### src/rtl/mcpu_pkg.sv
// Shared MCPU constants and the boot-loader state encoding.
package mcpu_pkg;

  localparam int unsigned WORD_SIZE   = 16;
  localparam int unsigned ADDR_SIZE   = 8;
  localparam int unsigned OPCODE_SIZE = 4;

  typedef enum logic [2:0] {
    S_COUNT,
    S_HI,
    S_LO,
    S_CHK,
    S_DONE,
    S_ERR
  } loader_state_t;

endpackage

### src/rtl/mcpu_prog_loader.sv
// Boot-time program loader: byte stream (COUNT, HI/LO words, XOR CHK) into MCPU RAM,
// holding the CPU in reset until a load completes with a matching checksum.
module mcpu_prog_loader #(
  parameter int unsigned WORD_SIZE = mcpu_pkg::WORD_SIZE,
  parameter int unsigned ADDR_SIZE = mcpu_pkg::ADDR_SIZE
) (
  input  logic                 clk,
  input  logic                 reset,
  input  logic                 in_valid,
  input  logic [7:0]           in_data,
  output logic                 in_ready,
  input  logic                 reload,
  output logic                 ram_we,
  output logic [ADDR_SIZE-1:0] ram_addr,
  output logic [WORD_SIZE-1:0] ram_wdata,
  output logic                 cpu_hold,
  output logic                 done,
  output logic                 err
);
  import mcpu_pkg::*;

  localparam int unsigned    CNT_W      = ADDR_SIZE + 1;
  localparam int unsigned    RAM_SIZE   = 2**ADDR_SIZE;
  localparam logic [CNT_W-1:0] FULL_COUNT = CNT_W'(RAM_SIZE);

  loader_state_t          r_state;
  loader_state_t          w_next;
  logic [CNT_W-1:0]       r_remaining;
  logic [CNT_W-1:0]       w_count;
  logic [ADDR_SIZE-1:0]   r_addr;
  logic [7:0]             r_hi;
  logic [7:0]             r_chk;
  logic                   w_accept;
  logic                   r_we;
  logic [ADDR_SIZE-1:0]   r_ram_addr;
  logic [WORD_SIZE-1:0]   r_wdata;
  logic                   r_hold;
  logic                   r_done;
  logic                   r_err;

  assign in_ready  = (r_state != S_DONE) && (r_state != S_ERR);
  assign w_accept  = in_valid && in_ready;
  assign w_count   = (in_data == 8'h00) ? FULL_COUNT : CNT_W'(in_data);

  assign ram_we    = r_we;
  assign ram_addr  = r_ram_addr;
  assign ram_wdata = r_wdata;
  assign cpu_hold  = r_hold;
  assign done      = r_done;
  assign err       = r_err;

  always_comb begin
    w_next = r_state;
    unique case (r_state)
      S_COUNT: if (w_accept) w_next = S_HI;
      S_HI:    if (w_accept) w_next = S_LO;
      S_LO:    if (w_accept) w_next = (r_remaining == CNT_W'(1)) ? S_CHK : S_HI;
      S_CHK:   if (w_accept) w_next = (in_data == r_chk) ? S_DONE : S_ERR;
      S_DONE:  if (reload)   w_next = S_COUNT;
      S_ERR:   if (reload)   w_next = S_COUNT;
      default:               w_next = S_COUNT;
    endcase
  end

  always_ff @(posedge clk or negedge reset) begin
    if (!reset) r_state <= S_COUNT;
    else        r_state <= w_next;
  end

  // Status flags are registered from the next state so they change exactly one edge
  // after the deciding byte (or reload) and never glitch.
  always_ff @(posedge clk or negedge reset) begin
    if (!reset) begin
      r_remaining <= '0;
      r_addr      <= '0;
      r_hi        <= '0;
      r_chk       <= '0;
      r_we        <= 1'b0;
      r_ram_addr  <= '0;
      r_wdata     <= '0;
      r_hold      <= 1'b1;
      r_done      <= 1'b0;
      r_err       <= 1'b0;
    end else begin
      r_we   <= 1'b0;
      r_hold <= (w_next != S_DONE);
      r_done <= (w_next == S_DONE);
      r_err  <= (w_next == S_ERR);
      if (w_accept) begin
        unique case (r_state)
          S_COUNT: begin
            r_remaining <= w_count;
            r_addr      <= '0;
            r_chk       <= '0;
          end
          S_HI: begin
            r_hi  <= in_data;
            r_chk <= r_chk ^ in_data;
          end
          S_LO: begin
            r_chk       <= r_chk ^ in_data;
            r_we        <= 1'b1;
            r_ram_addr  <= r_addr;
            r_wdata     <= {r_hi, in_data};
            r_remaining <= r_remaining - CNT_W'(1);
            // Saturate so a full-RAM load leaves the pointer at the top address.
            r_addr      <= (r_addr == '1) ? r_addr : r_addr + ADDR_SIZE'(1);
          end
          default: ;
        endcase
      end
    end
  end

endmodule

### config.mk
export PLATFORM = sky130hd
export DESIGN_NAME = mcpu_prog_loader
export DESIGN_NICKNAME = d
export VERILOG_FILES = /design/src/rtl/mcpu_pkg.sv /design/src/rtl/mcpu_prog_loader.sv
export SDC_FILE = /design/constraint.sdc
export NUM_CORES = 1
export LEC_CHECK = 0
export BUFFER_PORTS_ARGS = -buffer_cell sky130_fd_sc_hd__buf_2
export CAP_MARGIN = 40
export CORE_UTILIZATION = 51
export CTS_CLUSTER_DIAMETER = 150
export CTS_CLUSTER_SIZE = 10
export DETAILED_ROUTE_END_ITERATION = 7
export HOLD_SLACK_MARGIN = 0.12
export PLACE_DENSITY = 0.75
export SETUP_SLACK_MARGIN = 0.1
export SYNTH_ARGS = -nofsm -noshare
export SYNTH_HDL_FRONTEND = slang
export SYNTH_SLANG_ARGS = --single-unit
### constraint.sdc
create_clock -name clk -period 1.9 [get_ports clk]
set_input_delay 0.38 -clock clk [delete_from_list [all_inputs] [get_ports clk]]
set_output_delay 0.38 -clock clk [all_outputs]
set_load 0.1 [all_outputs]
==> impl_metrics.yaml <==
status:
  status: "complete, no violations"
sta:
  slew_headroom_pct: 67.4
  finalSetupViolCount: 0
  finalClockSkew_ns: 0.00560
  tightestPinTransition_ns: 0.492
  min_period_over_period_pct: 92.5
  finalMaxSlewViolations: 0
  rsz0062_at_grt: "no"
  layout_setup_ws_ns: 0.142
  finalWorstPathRequiredPeriod_ns: 1.76
  fin_setup_tns_ns: 0
  hold_violations: 0
  timing.fmax_mhz: 569
power_and_ir_drop:
  comb_power_share_pct: 50.3
  p_int_mw: 3.74
  seqPwrFrac_pct: 31.1
  p_switching_mw: 3.43
  ir_drop_v: 0.00134
  p_leak_nw: 1.67
  cellPowerDensity_nw_per_um2: 1940
  swShare_pct: 47.9
  power.share.clock_pct: 18.6
place:
  io_buffers: 40
  postPlaceCellArea_um2: 3400
  dp_hpwl_um: 4220
  dp_slack_ns: 0.143
  place_congestion: 0.872
logic_synthesis:
  yosysSeqAreaShare_pct: 52.9
  synth_ff_type: "dfrtp_1"
  async_flop_share_pct: 100
  synthesis.area_um2: 3030
  synth_area_leaders: "dfrtp_1 52%, mux2_2 12%, a21oi_1 5.1%, o21ai_0 3.5%, nand2_1 2.5%"
  syn_avg_cell_area_um2: 11.1
  yosysUniqueCellTypes: 52
  synth_top_area_share_pct: 52.0
  syn_nets: 287
  synth-warning-count: 0
  synth_edf_count: 0
  syn-instance-count: 272
  yosys.area.top_type: "dfrtp_1"
  ys_ff_latch: 64
cells_and_area:
  finish.net_count: 347
  final_area_um2: 3700
  syn_to_final_growth_pct: 22.2
  n_antenna_cell: 0
  drive_above_1_share_pct: 36.5
  regArea_um2: 1610
  multi_input_area_um2: 1360
  layout_common_cells: "61 x dfrtp_1, 39 x buf_2, 31 x mux2_2, 30 x a21oi_1, 21 x o21ai_0"
  nFillCells: 442
  final_common_cell: "dfrtp_1"
global_route:
  antenna_found_initial: 0
  grt_overflow: 0
  grt_max_degree: 65
  grt_pass1_vias: 2195
  grt_pass1_wl_um: 10500
  grt_usage_pct: 22.4
routing:
  ant_nets: 0
  routed_via_density: 5.74
  avgRoutedWirePerCell_um: 15.5
  dr.pass1.iters: 4
  vias: 2347
  drc: 0
  wirelength_um: 6340
  drt-initial-drc-count: 158
critical_path:
  cp-startpoint: "r_state[2]"
  startpoint_type: "flop"
  worst-path-max-fanout: 8
  critPathKind: "flop to flop"
  r2r-start: "r_state[2]"
  cp-end-kind: "flop"
  cp.required_ns: 2.12
  crit_arrival_ns: 1.98
clock_tree:
  cts_tree: "yes"
  clk_latency_ns: 0.34
  clk_path_buf_depth: 2
  cts.sinks: 64
  cts_buffers: 9
  cts_root_buf: "clkbuf_8"
  htree_levels: 3
  clk_pin_slew_ns: 0.07
die:
  core_um2: 5610
  die_w_um: 79.1
  boundaryPins: 41
  rows: 27
  die_h_um: 79.1
  design.die.area_um2: 6250
  initial_utilization_pct: 54.0
hold_path:
  min_from: "in_data[4]"
  hold_path_class: "primary input to flop"
job:
  max_cap_viol_count: 0
## critical path, cell delays in order (launching register included)
cell and delay (ns):
dfrtp_2 0.46, or3b_1 0.40, buf_4 0.20, o31ai_4 0.24, buf_4 0.17, or4_1 0.11
a21oi_2 0.05
## final cells by class
cell class / count / area share, %
Sequential cell: 64 / 43.4
Multi-Input combinational cell: 192 / 36.6
Timing Repair Buffer: 62 / 11.0
Clock buffer: 11 / 4.09
Tap cell: 72 / 2.43
Clock inverter: 5 / 2.13
Inverter: 3 / 0.304
## power by group through the flow
stage	combinational, mW	sequential, mW	clock, mW
6_report	3.61	2.23	1.34
5_1_grt	3.80	2.29	1.42
4_1_cts	3.53	2.22	1.36
3_5_place_dp	3.51	2.24	0
3_3_place_gp	3.46	2.22	0
2_1_floorplan	1.39	3.65	0
## worst paths after layout
path	end	slack, ns	cells after the start
max	r_addr[7]	0.14	6
min	ram_wdata[4]	0.38	2
max reg2reg	r_addr[7]	0.14	6
min reg2reg	ram_wdata[1]	0.50	1
max in group asynchronous	cpu_hold	1.03	3
min in group asynchronous	r_addr[5]	0.57	3
## metrics by stage
stage,hold slack [ns],util (%),total power [mW],std cells
2_1_floorplan,0.0844,-,5.05,272
3_3_place_gp,0.417,60.6,5.68,385
3_5_place_dp,0.418,60.6,5.75,385
4_1_cts,0.364,64.8,7.12,402
5_1_grt,0.384,66.0,7.52,409
6_report,0.379,66.0,7.17,409
## Yosys cell counts, types with 4 or more instances
cell type,n
a21oi_1,31
buf_2,6
dfrtp_1,63
mux2_2,31
nand2_1,20
nand4_1,4
nor2_1,15
nor3_1,5
o21ai_0,21
o22a_1,4
xnor2_1,8
## routing by layer
layer  global-route usage, %  routed length [um]
met5                       0                   0
met4                    10.9                 117
met3                    4.94                 315
met2                    34.0                2990
met1                    30.5                2920
## repair_timing
action | 4_1_cts | 5_1_grt
setup buffers | 0 | 7
resized for setup | 0 | 4
endpoints found under the hold margin | 63 | 0
endpoints found under the setup margin | 0 | 4
hold buffers | 1 | 0
## state kept, by name, indices dropped and copies added (netlist names)
register / count
cpu_hold: 1
r_hi: 8
ram_wdata: 16
r_chk: 8
ram_we: 1
r_addr: 8
r_state: 3
err: 1
r_remaining: 9
done: 1
ram_addr: 8
## cell families after synthesis
kind of cell	share of synthesized area, %
flip-flops	52.9
multiplexers	12.2
AO/OA/AOI/OAI	14.9
XOR/XNOR	2.31
adder cells (fa/ha/maj)	1.24
AND/OR/NAND/NOR	13.7
buffers and inverters	2.73
No activity file was read; power rests on OpenSTA's default activity.
